--- config.mk ---
export PLATFORM = sky130hd
export DESIGN_NAME = irrigation_cycle_scheduler_flat
export DESIGN_NICKNAME = d
export VERILOG_FILES = /design/src/rtl/irrigation_pkg.sv /design/src/rtl/irrigation_cycle_scheduler_if.sv /design/src/rtl/sensor_synchronizer.sv /design/src/rtl/irrigation_cycle_scheduler.sv /design/src/flat_wrapper.sv
export SDC_FILE = /design/constraint.sdc
export NUM_CORES = 1
export LEC_CHECK = 0
export CORE_MARGIN = 2
export CORE_UTILIZATION = 51
export CTS_BUF_LIST = sky130_fd_sc_hd__clkbuf_8
export CTS_CLUSTER_SIZE = 24
export DETAILED_ROUTE_END_ITERATION = 8
export PLACE_DENSITY = 0.8
export REMOVE_ABC_BUFFERS = 1
export SLEW_MARGIN = 40
export SYNTH_ARGS = -nofsm -noshare
export SYNTH_HDL_FRONTEND = slang
export SYNTH_SLANG_ARGS = --single-unit
--- constraint.sdc ---
create_clock -name clock -period 2.3 [get_ports clock]
set_input_delay 0.46 -clock clock [delete_from_list [all_inputs] [get_ports clock]]
set_output_delay 0.46 -clock clock [all_outputs]
set_load 0.05 [all_outputs]
--- src/rtl/irrigation_pkg.sv ---
// Shared definitions for the irrigation cycle scheduler and the display/alarm
// logic that decodes its state_code output.
package irrigation_pkg;

  // State codes, also presented on state_code.
  localparam logic [2:0] ST_IDLE     = 3'd0;
  localparam logic [2:0] ST_DEBOUNCE = 3'd1;
  localparam logic [2:0] ST_IRRIGATE = 3'd2;
  localparam logic [2:0] ST_SOAK     = 3'd3;
  localparam logic [2:0] ST_FAULT    = 3'd4;

  // Default timing, in divisor ticks.
  localparam int DEF_DEBOUNCE_TICKS = 4;
  localparam int DEF_MIN_ON_TICKS   = 8;
  localparam int DEF_MAX_ON_TICKS   = 60;
  localparam int DEF_SOAK_TICKS     = 30;
  localparam int DEF_CNT_W          = 8;

endpackage

--- src/rtl/irrigation_cycle_scheduler_if.sv ---
// Sensor/tick inputs and actuator/status outputs of the irrigation scheduler.
interface irrigation_cycle_scheduler_if;
  logic       tick;
  logic       conflicting_values;
  logic       earth_humidity;
  logic       low_water_level;
  logic       splinker_mode_on;
  logic       splinker_bomb;
  logic       dripper_valvule;
  logic       irrigation_active;
  logic       fault;
  logic [2:0] state_code;

  modport master (
    output tick, conflicting_values, earth_humidity, low_water_level, splinker_mode_on,
    input  splinker_bomb, dripper_valvule, irrigation_active, fault, state_code
  );

  modport slave (
    input  tick, conflicting_values, earth_humidity, low_water_level, splinker_mode_on,
    output splinker_bomb, dripper_valvule, irrigation_active, fault, state_code
  );
endinterface

--- src/rtl/sensor_synchronizer.sv ---
// Two-flop synchroniser for a bundle of slow level inputs; clears to 0 on reset.
module sensor_synchronizer #(
  parameter int WIDTH = 1
) (
  input  logic             clock,
  input  logic             reset_n,
  input  logic [WIDTH-1:0] raw,
  output logic [WIDTH-1:0] synced
);
  logic [WIDTH-1:0] meta_r;
  logic [WIDTH-1:0] sync_r;

  // Capture the raw levels, then re-register them to settle metastability.
  always_ff @(posedge clock or negedge reset_n) begin
    if (!reset_n) begin
      meta_r <= {WIDTH{1'b0}};
      sync_r <= {WIDTH{1'b0}};
    end else begin
      meta_r <= raw;
      sync_r <= meta_r;
    end
  end

  assign synced = sync_r;
endmodule

--- src/rtl/irrigation_cycle_scheduler.sv ---
// Runs one irrigation cycle at a time: debounced start, min/max on-time,
// dry-run protection, post-cycle soak and fault recovery. Actuator outputs
// are registered decodes of the next state so they never glitch.
module irrigation_cycle_scheduler
  import irrigation_pkg::*;
#(
  parameter int DEBOUNCE_TICKS = DEF_DEBOUNCE_TICKS,
  parameter int MIN_ON_TICKS   = DEF_MIN_ON_TICKS,
  parameter int MAX_ON_TICKS   = DEF_MAX_ON_TICKS,
  parameter int SOAK_TICKS     = DEF_SOAK_TICKS,
  parameter int CNT_W          = DEF_CNT_W
) (
  input logic                    clock,
  input logic                    reset_n,
  irrigation_cycle_scheduler_if.slave bus
);
  localparam logic [CNT_W-1:0] CNT_ZERO = {CNT_W{1'b0}};
  localparam logic [CNT_W-1:0] CNT_ONE  = {{(CNT_W-1){1'b0}}, 1'b1};
  localparam logic [CNT_W-1:0] DEB_LIM  = CNT_W'(DEBOUNCE_TICKS);
  localparam logic [CNT_W-1:0] MIN_LIM  = CNT_W'(MIN_ON_TICKS);
  localparam logic [CNT_W-1:0] MAX_LIM  = CNT_W'(MAX_ON_TICKS);
  localparam logic [CNT_W-1:0] SOAK_LIM = CNT_W'(SOAK_TICKS);

  logic [3:0]       raw_s;
  logic [3:0]       sync_s;
  logic             conflict_s;
  logic             humid_s;
  logic             water_ok_s;
  logic             mode_sel_s;
  logic             demand_s;

  logic [2:0]       state_r;
  logic [2:0]       state_nxt_s;
  logic [CNT_W-1:0] cnt_r;
  logic [CNT_W-1:0] cnt_nxt_s;
  logic [CNT_W-1:0] cnt_eff_s;
  logic             mode_r;
  logic             mode_nxt_s;
  logic             bomb_r;
  logic             valve_r;
  logic             active_r;
  logic             fault_r;

  assign raw_s = {bus.conflicting_values, bus.earth_humidity,
                  bus.low_water_level, bus.splinker_mode_on};

  sensor_synchronizer #(.WIDTH(4)) u_sync (
    .clock  (clock),
    .reset_n(reset_n),
    .raw    (raw_s),
    .synced (sync_s)
  );

  assign conflict_s = sync_s[3];
  assign humid_s    = sync_s[2];
  assign water_ok_s = sync_s[1];
  assign mode_sel_s = sync_s[0];
  assign demand_s   = !humid_s && water_ok_s && !conflict_s;

  // Tick count including the current clock's tick; never exceeds a state's limit.
  assign cnt_eff_s = bus.tick ? (cnt_r + CNT_ONE) : cnt_r;

  // Next-state logic; the counter is cleared on every state change.
  always_comb begin
    state_nxt_s = ST_IDLE;
    cnt_nxt_s   = CNT_ZERO;
    mode_nxt_s  = mode_r;
    case (state_r)
      ST_IDLE: begin
        if (conflict_s) begin
          state_nxt_s = ST_FAULT;
        end else if (demand_s) begin
          state_nxt_s = ST_DEBOUNCE;
        end else begin
          state_nxt_s = ST_IDLE;
        end
      end
      ST_DEBOUNCE: begin
        if (conflict_s) begin
          state_nxt_s = ST_FAULT;
        end else if (!demand_s) begin
          state_nxt_s = ST_IDLE;
        end else if (cnt_eff_s == DEB_LIM) begin
          state_nxt_s = ST_IRRIGATE;
          mode_nxt_s  = mode_sel_s;
        end else begin
          state_nxt_s = ST_DEBOUNCE;
          cnt_nxt_s   = cnt_eff_s;
        end
      end
      ST_IRRIGATE: begin
        if (conflict_s) begin
          state_nxt_s = ST_FAULT;
        end else if (!water_ok_s) begin
          state_nxt_s = ST_SOAK;
        end else if (cnt_eff_s == MAX_LIM) begin
          state_nxt_s = ST_SOAK;
        end else if (humid_s && (cnt_eff_s >= MIN_LIM)) begin
          state_nxt_s = ST_SOAK;
        end else begin
          state_nxt_s = ST_IRRIGATE;
          cnt_nxt_s   = cnt_eff_s;
        end
      end
      ST_SOAK: begin
        if (conflict_s) begin
          state_nxt_s = ST_FAULT;
        end else if (cnt_eff_s == SOAK_LIM) begin
          state_nxt_s = ST_IDLE;
        end else begin
          state_nxt_s = ST_SOAK;
          cnt_nxt_s   = cnt_eff_s;
        end
      end
      ST_FAULT: begin
        if (conflict_s) begin
          state_nxt_s = ST_FAULT;
        end else if (cnt_eff_s == DEB_LIM) begin
          state_nxt_s = ST_IDLE;
        end else begin
          state_nxt_s = ST_FAULT;
          cnt_nxt_s   = cnt_eff_s;
        end
      end
      default: begin
        state_nxt_s = ST_IDLE;
      end
    endcase
  end

  // State, counter, latched mode and registered output decode.
  always_ff @(posedge clock or negedge reset_n) begin
    if (!reset_n) begin
      state_r  <= ST_IDLE;
      cnt_r    <= CNT_ZERO;
      mode_r   <= 1'b0;
      bomb_r   <= 1'b0;
      valve_r  <= 1'b0;
      active_r <= 1'b0;
      fault_r  <= 1'b0;
    end else begin
      state_r  <= state_nxt_s;
      cnt_r    <= cnt_nxt_s;
      mode_r   <= mode_nxt_s;
      bomb_r   <= (state_nxt_s == ST_IRRIGATE) && mode_nxt_s;
      valve_r  <= (state_nxt_s == ST_IRRIGATE) && !mode_nxt_s;
      active_r <= (state_nxt_s == ST_IRRIGATE);
      fault_r  <= (state_nxt_s == ST_FAULT);
    end
  end

  assign bus.splinker_bomb     = bomb_r;
  assign bus.dripper_valvule   = valve_r;
  assign bus.irrigation_active = active_r;
  assign bus.fault             = fault_r;
  assign bus.state_code        = state_r;
endmodule

--- src/flat_wrapper.sv ---
// flat-port wrapper written by rule: the top's interface ports become plain ports
module irrigation_cycle_scheduler_flat import irrigation_pkg::*;
#(
  parameter int DEBOUNCE_TICKS = DEF_DEBOUNCE_TICKS,
  parameter int MIN_ON_TICKS   = DEF_MIN_ON_TICKS,
  parameter int MAX_ON_TICKS   = DEF_MAX_ON_TICKS,
  parameter int SOAK_TICKS     = DEF_SOAK_TICKS,
  parameter int CNT_W          = DEF_CNT_W
)
  (clock, reset_n, bus_tick, bus_conflicting_values, bus_earth_humidity, bus_low_water_level, bus_splinker_mode_on, bus_splinker_bomb, bus_dripper_valvule, bus_irrigation_active, bus_fault, bus_state_code);
  irrigation_cycle_scheduler_if bus_i ();
  input logic clock;
  input logic reset_n;
  input wire logic [$bits(bus_i.tick)-1:0] bus_tick;
  input wire logic [$bits(bus_i.conflicting_values)-1:0] bus_conflicting_values;
  input wire logic [$bits(bus_i.earth_humidity)-1:0] bus_earth_humidity;
  input wire logic [$bits(bus_i.low_water_level)-1:0] bus_low_water_level;
  input wire logic [$bits(bus_i.splinker_mode_on)-1:0] bus_splinker_mode_on;
  output wire logic [$bits(bus_i.splinker_bomb)-1:0] bus_splinker_bomb;
  output wire logic [$bits(bus_i.dripper_valvule)-1:0] bus_dripper_valvule;
  output wire logic [$bits(bus_i.irrigation_active)-1:0] bus_irrigation_active;
  output wire logic [$bits(bus_i.fault)-1:0] bus_fault;
  output wire logic [$bits(bus_i.state_code)-1:0] bus_state_code;
  assign bus_i.tick = bus_tick;
  assign bus_i.conflicting_values = bus_conflicting_values;
  assign bus_i.earth_humidity = bus_earth_humidity;
  assign bus_i.low_water_level = bus_low_water_level;
  assign bus_i.splinker_mode_on = bus_splinker_mode_on;
  assign bus_splinker_bomb = bus_i.splinker_bomb;
  assign bus_dripper_valvule = bus_i.dripper_valvule;
  assign bus_irrigation_active = bus_i.irrigation_active;
  assign bus_fault = bus_i.fault;
  assign bus_state_code = bus_i.state_code;
  irrigation_cycle_scheduler #(.DEBOUNCE_TICKS(DEBOUNCE_TICKS), .MIN_ON_TICKS(MIN_ON_TICKS), .MAX_ON_TICKS(MAX_ON_TICKS), .SOAK_TICKS(SOAK_TICKS), .CNT_W(CNT_W)) u_core (.clock(clock), .reset_n(reset_n), .bus(bus_i));
endmodule
==> run summary, run 1 <==
Inserted Clock Buffers - 3
VDD IR max - 0.533 mV
Transition at the pin with the smallest max-transition slack - 0.500 ns
Crit path required time - 2.48 ns
Footprint of the multi-input gates - 637 um2
Max Slew Vio Count - 0
Clock skew - 0.00233 ns
Final worst path period need - 2.29 ns
Number of antenna violations at the first check in global routing - 0
Final WL - 2930 um
Worst-case hold slack - 0.355 ns
Path type of the worst setup path - primary input to flop
Number of enable flip-flop cells after synthesis - 0
TritonCTS clock tree - yes
Reg power frac - 50.2%
Die extent in y - 53.2 um
Commonest cells in the netlist - sky130_fd_sc_hd__dfrtp_1, sky130_fd_sc_hd__nand2_1, sky130_fd_sc_hd__a31oi_1
Cell area power density - 535 nW/um2
Biggest area consumer among synthesized cells - sky130_fd_sc_hd__dfrtp_1
Portion of the clock cycle consumed by the worst path in the final layout - 99.6%
Endpoint kind of the worst setup timing path - flop
Initial drt markers - 36
Switching power - 182 uW
Area of the die - 2830 um2
Die W - 53.2 um
Leak - 0.695 nW
Maximum number of pins on one net before global-route repair - 25
Number of diodes added for antenna fixing - 0
DP Area - 1500 um2
Flop and latch count out of synthesis - 24
Largest fanout of any net on the critical path - 6
Global-route wire length before repair - 4930 um
HPWL after DPL - 1930 um
Dominant synthesized flop cell - sky130_fd_sc_hd__dfrtp_1
Area Growth Syn to Fin - 34.6%
Post-DR vias/cell - 5.92
Syn Inst Count - 124
Net Sw Frac - 20.5%
Relative slew margins - 66.5%
Internal power - 705 uW
Total number of nets in the final design - 165
Netlist cell types - 39
Share of layout cells above drive strength 1 - 26.3%
Area of the core - 2250 um2
Total number of clock tree sinks - 24
Count of max-cap constraint violations - 0
Post-route DRC - 0
H-tree lvl count - 1
Setup repair after global routing missed its margin - true
Via count - 1,090
Area taken by flip-flops and latches - 603 um2
Most frequently used cell type in the post-synthesis netlist - sky130_fd_sc_hd__dfrtp_1
Max Clock Freq - 0.436 GHz
GPL Wtd Cong - 0.800
Effective utilization at floorplan - 54.7%
Synth top area share - 48.7%
Cell area after synthesis - 1230 um2
Class of the tightest hold or removal check - flop to flop
# setup viols final - 0
CTS root buffer - sky130_fd_sc_hd__clkbuf_8
Asr flop ratio synth - 100%
Syn avg cell area - 9.94 um2
Combinational Power Share - 8.8%
Final hold vios - 0
Routed wire per std cell - 15.9 um
Crit path arrival time - 2.47 ns
Source-to-sink clock delay at the later pin of the worst-skew pair - 0.26 ns
Seq/Total Area, Yosys - 48.7%
Filler cell count in the final layout - 150
Cell types with the largest area share after synthesis - sky130_fd_sc_hd__dfrtp_1, sky130_fd_sc_hd__a31oi_1, sky130_fd_sc_hd__nand2_1
Run status - completed
Standard-cell row count - 17
Input/output buffers - 13
Post-route setup TNS - 0 ns
Combined global-route utilization of all metal layers - 24.5%
Finished layout cell area - 1660 um2
Clock Pin Slew Worst Setup and Hold Paths - 0.08 ns
Maximum clock insertion buffer count - 2
I/O pin cnt - 14
Post-CTS Hold Buffers - 0
Startpoint kind of the worst setup timing path - primary input
Number of nets still failing antenna checks after routing - 0
Vias in the first global route - 1,090
Total grt overflow - 0
Number of iterations in the first detailed-routing pass - 5
Count of yosys warnings during synthesis - 0
Clock share of power - 41.0%
==> layer usage <==
| metal | GRT usage (%) | vias up | part of all wire [%] |
|---|---|---|---|
| li1 | - | 516 | - |
| met1 | 27.8 | 526 | 42 |
| met2 | 43.8 | 36 | 52 |
| met3 | 4.80 | 12 | 3.2 |
| met4 | 11.5 | 0 | 2.9 |
| met5 | 0 | - | 0 |
==> placed cells by master (no fill, tap or decap), types with 3 or more instances in the layout <==
| cell type | Yosys | final |
|---|---|---|
| sky130_fd_sc_hd__inv_1 | 5 | 5 |
| sky130_fd_sc_hd__clkdlybuf4s50_1 | 0 | 12 |
| sky130_fd_sc_hd__buf_4 | 1 | 19 |
| sky130_fd_sc_hd__a31oi_1 | 10 | 8 |
| sky130_fd_sc_hd__a21oi_1 | 4 | 4 |
| sky130_fd_sc_hd__nor2_1 | 8 | 8 |
| sky130_fd_sc_hd__clkbuf_8 | 0 | 3 |
| sky130_fd_sc_hd__nand2_1 | 14 | 14 |
| sky130_fd_sc_hd__nand3_1 | 4 | 4 |
| sky130_fd_sc_hd__xnor2_1 | 3 | 3 |
| sky130_fd_sc_hd__xor2_1 | 5 | 5 |
| sky130_fd_sc_hd__dfrtp_1 | 24 | 22 |
| sky130_fd_sc_hd__nor3_1 | 3 | 3 |
| sky130_fd_sc_hd__nand3b_1 | 3 | 3 |
==> metrics by stage <==
step                setup slack (ns)  utilization, %  std cells  power (mW)
finish                       0.00866            73.6        184       0.887
global route                  -0.106            73.6        184       0.919
CTS                          -0.0402            72.0        184       0.887
detailed placement            -0.609            66.3        177       0.515
global placement              -0.494            66.3        177       0.513
floorplan                     -0.167               -        117       0.477
==> path summary, 6_finish.rpt <==
kind	endpoint	depth (start not counted)	slack, ns	from
setup / recovery	u_core.cnt_r[6]	7	0.009	bus_tick
hold / removal	u_core.u_sync.synced[0]	0	0.36	u_core.u_sync.meta_r[0]
setup reg to reg	u_core.cnt_r[6]	7	0.009	u_core.cnt_r[1]
hold reg to reg	u_core.u_sync.synced[0]	0	0.36	u_core.u_sync.meta_r[0]
max in group asynchronous	u_core.cnt_r[1]	2	1.52	reset_n
min in group asynchronous	u_core.bus.state_code[2]	2	0.53	reset_n
==> worst max-delay path, stage by stage <==
cell and delay, ns:
sky130_fd_sc_hd__dlygate4sd2_1 0.29, sky130_fd_sc_hd__and4_4 0.19, sky130_fd_sc_hd__or4_4 0.52, sky130_fd_sc_hd__a32oi_4 0.28, sky130_fd_sc_hd__nor2b_2 0.09, sky130_fd_sc_hd__or3_4 0.42
sky130_fd_sc_hd__a221oi_2 0.22
==> state kept, by name, summed over array words and instances (netlist names) <==
signal and count:
u_core.cnt_r 8, u_core.u_sync.meta_r 4, u_core.u_sync.synced 4, u_core.bus.state_code 3, u_core.bus.dripper_valvule 1, u_core.bus.fault 1, u_core.bus.irrigation_active 1, u_core.bus.splinker_bomb 1
u_core.mode_r 1
==> timing repair <==
action | 4_1_cts | 5_1_grt
gates resized for setup | 8 | 9
setup endpoints to repair | 16 | 16
pin swaps | 2 | 2
buffers inserted | 2 | 0
gates cloned | 1 | 0
==> area by class of cell <==
type | count | area share [%]
well taps | 28 | 2.11
inverters | 5 | 1.13
flip-flops and latches | 24 | 36.3
repair buffers | 34 | 17.7
multi-input cells | 89 | 38.4
clock buffers | 3 | 2.49
clock inverters | 1 | 1.81
==> power groups by stage <==
stage	registers, mW	clock network (mW)	logic, mW
after floorplan	0.454	0	0.0234
after global placement	0.450	0	0.0626
after detailed placement	0.451	0	0.0644
after CTS	0.444	0.369	0.0738
after global routing	0.447	0.386	0.0855
final	0.446	0.364	0.0777
==> cell families after synthesis <==
group	synth area share (%)
compound gates	14.5
xor+xnor	5.69
fa+ha+maj	1.02
buf+inv	5.18
flops	48.7
mux	0.812
simple gates	24.1
(Power assumes the default switching activity.)
==> run 2, diff against run 1 <==
--- a/config.mk
+++ b/config.mk
@@ -12,7 +12,7 @@
 export DETAILED_ROUTE_END_ITERATION = 8
 export PLACE_DENSITY = 0.8
 export REMOVE_ABC_BUFFERS = 1
-export SLEW_MARGIN = 40
+export SLEW_MARGIN = 10
 export SYNTH_ARGS = -nofsm -noshare
 export SYNTH_HDL_FRONTEND = slang
 export SYNTH_SLANG_ARGS = --single-unit
==> results of run 2 <==
The final DEF is identical to that of run 1; final timing and power are the same.
==> run 3, diff against run 2 <==
==> constraint.sdc (replaced) <==
create_clock -name clock -period 2.05 [get_ports clock]
set_input_delay 0.41 -clock clock [delete_from_list [all_inputs] [get_ports clock]]
set_output_delay 0.41 -clock clock [all_outputs]
set_load 0.05 [all_outputs]
==> run summary, run 3 (synthesized netlist as in run 1, its figures left out) <==
Portion of the clock cycle consumed by the worst path in the final layout - 113%
Crit path arrival time - 2.50 ns
Met1 GRT Util - 25.6%
Endpoint kind of the worst setup timing path - flop
CTS root buffer - sky130_fd_sc_hd__clkbuf_8
Final hold vios - 0
Finished layout cell area - 1750 um2
Startpoint kind of the worst setup timing path - flop
Inserted Clock Buffers - 3
Die extent in y - 53.2 um
Via count - 1,148
Combined global-route utilization of all metal layers - 25.2%
Count of max-cap constraint violations - 0
Total number of nets in the final design - 172
Effective utilization at floorplan - 54.7%
Post-route DRC - 0
Number of diodes added for antenna fixing - 0
Die W - 53.2 um
Violations in the final reports - negative setup slack
# setup viols final - 16
Setup slack of the critical path after layout - -0.277 ns
H-tree lvl count - 1
Initial drt markers - 28
Clock Pin Slew Worst Setup and Hold Paths - 0.07 ns
Global routing met2 resource utilization - 45.4%
DP Area - 1520 um2
Setup Slack @ Placement - -0.763 ns
VDD IR max - 0.536 mV
Setup repair after global routing missed its margin - true
Source-to-sink clock delay at the later pin of the worst-skew pair - 0.26 ns
Path type of the worst setup path - flop to flop
Met3 global-route usage - 4.80%
Run status - finished, violations left
Post-DR vias/cell - 6.04
Area of the die - 2830 um2
Maximum number of pins on one net before global-route repair - 25
Relative slew margins - 66.0%
Area of the core - 2250 um2
Routed wire per std cell - 16.1 um
I/O pin cnt - 14
Commonest cells after routing, fill and taps aside - sky130_fd_sc_hd__buf_4, sky130_fd_sc_hd__dfrtp_1, sky130_fd_sc_hd__nand2_1
Maximum clock insertion buffer count - 2
Max Clock Freq - 0.430 GHz
Max FFs per register - 8
GPL Wtd Cong - 0.804
Filler cell count in the final layout - 141
Share of layout cells above drive strength 1 - 36.4%
Class of the tightest hold or removal check - flop to flop
Final worst path period need - 2.33 ns
Standard-cell row count - 17
Global route hottest layer - met2
Max Slew Vio Count - 0
Post-CTS Hold Buffers - 0
Global-route wire length before repair - 5020 um
Number of iterations in the first detailed-routing pass - 4
Largest register by flop count - u_core.cnt_r
Final std cells w/o fill - 190
Vias in the first global route - 1,184
Number of antenna violations at the first check in global routing - 0
# placed instances - 181
Number of nets still failing antenna checks after routing - 0
HPWL after DPL - 2020 um
Crit path required time - 2.22 ns
Transition at the pin with the smallest max-transition slack - 0.508 ns
TritonCTS clock tree - yes
Largest fanout of any net on the critical path - 6
Input/output buffers - 13
Leak - 0.724 nW
Total grt overflow - 0
Area Growth Syn to Fin - 41.9%
Clock skew - 0.00181 ns
Most frequent standard cell in the layout excluding fill and tap cells - sky130_fd_sc_hd__buf_4
Cell area power density - 488 nW/um2
Total number of clock tree sinks - 24
Final WL - 3070 um
## run 3: area by class of cell
cell class	instances	area (um2)	area share [%]
multi-input combinational	89	706	40.3
sequential	24	603	34.5
timing repair buffer	41	345	19.7
clock buffer	3	41.3	2.36
tap	28	35.0	2.00
inverter	5	18.8	1.07
## run 3: what timing repair did
item	CTS	global route
setup buffers	5	0
gates cloned	1	0
pin swaps	9	5
gates resized for setup	20	12
setup endpoints to repair	16	16
## run 3: metal layers
| layer | part of all wire [%] | wire length, um |
|---|---|---|
| met1 | 38 | 1160 |
| met2 | 53 | 1630 |
| met3 | 4.1 | 125 |
| met4 | 4.9 | 150 |
| met5 | 0 | 0 |
## run 3: where the power goes
part | total, mW | internal [mW] | switching [mW]
sequential | 0.500 | 0.487 | 0.0122
combinational | 0.0928 | 0.0473 | 0.0455
clock | 0.262 | 0.131 | 0.131
total | 0.854 | 0.666 | 0.188
## run 3: path summary, 6_finish.rpt
path | cells after the start | endpoint | slack, ns | startpoint
worst max-delay path | 7 | u_core.cnt_r[6] | -0.28 | u_core.cnt_r[1]
worst min-delay path | 0 | u_core.u_sync.synced[0] | 0.36 | u_core.u_sync.meta_r[0]
worst max register to register | 7 | u_core.cnt_r[6] | -0.28 | u_core.cnt_r[1]
worst min register to register | 0 | u_core.u_sync.synced[0] | 0.36 | u_core.u_sync.meta_r[0]
max in group asynchronous | 2 | u_core.cnt_r[1] | 1.31 | reset_n
min in group asynchronous | 2 | u_core.u_sync.meta_r[3] | 0.49 | reset_n
## run 3: through the flow
step           hold WS [ns]  TNS, ns  util [%]  total power [mW]
5_1_grt               0.363    -3.87      77.6             0.892
6_report              0.357    -2.83      77.6             0.854
3_5_place_dp          0.344    -9.95      67.4             0.579
4_1_cts               0.359    -2.48      75.1             0.854
3_3_place_gp          0.336    -9.01      67.4             0.576
2_1_floorplan         0.114    -3.74         -             0.536
## run 3: worst max-delay path: stages, from the launching register on
cell and delay (ns):
sky130_fd_sc_hd__dfrtp_2 0.42, sky130_fd_sc_hd__ha_4 0.16, sky130_fd_sc_hd__nand4_4 0.11, sky130_fd_sc_hd__or4_4 0.51
sky130_fd_sc_hd__a32oi_4 0.28, sky130_fd_sc_hd__nor2b_2 0.09, sky130_fd_sc_hd__or3_4 0.42, sky130_fd_sc_hd__a221oi_2 0.23
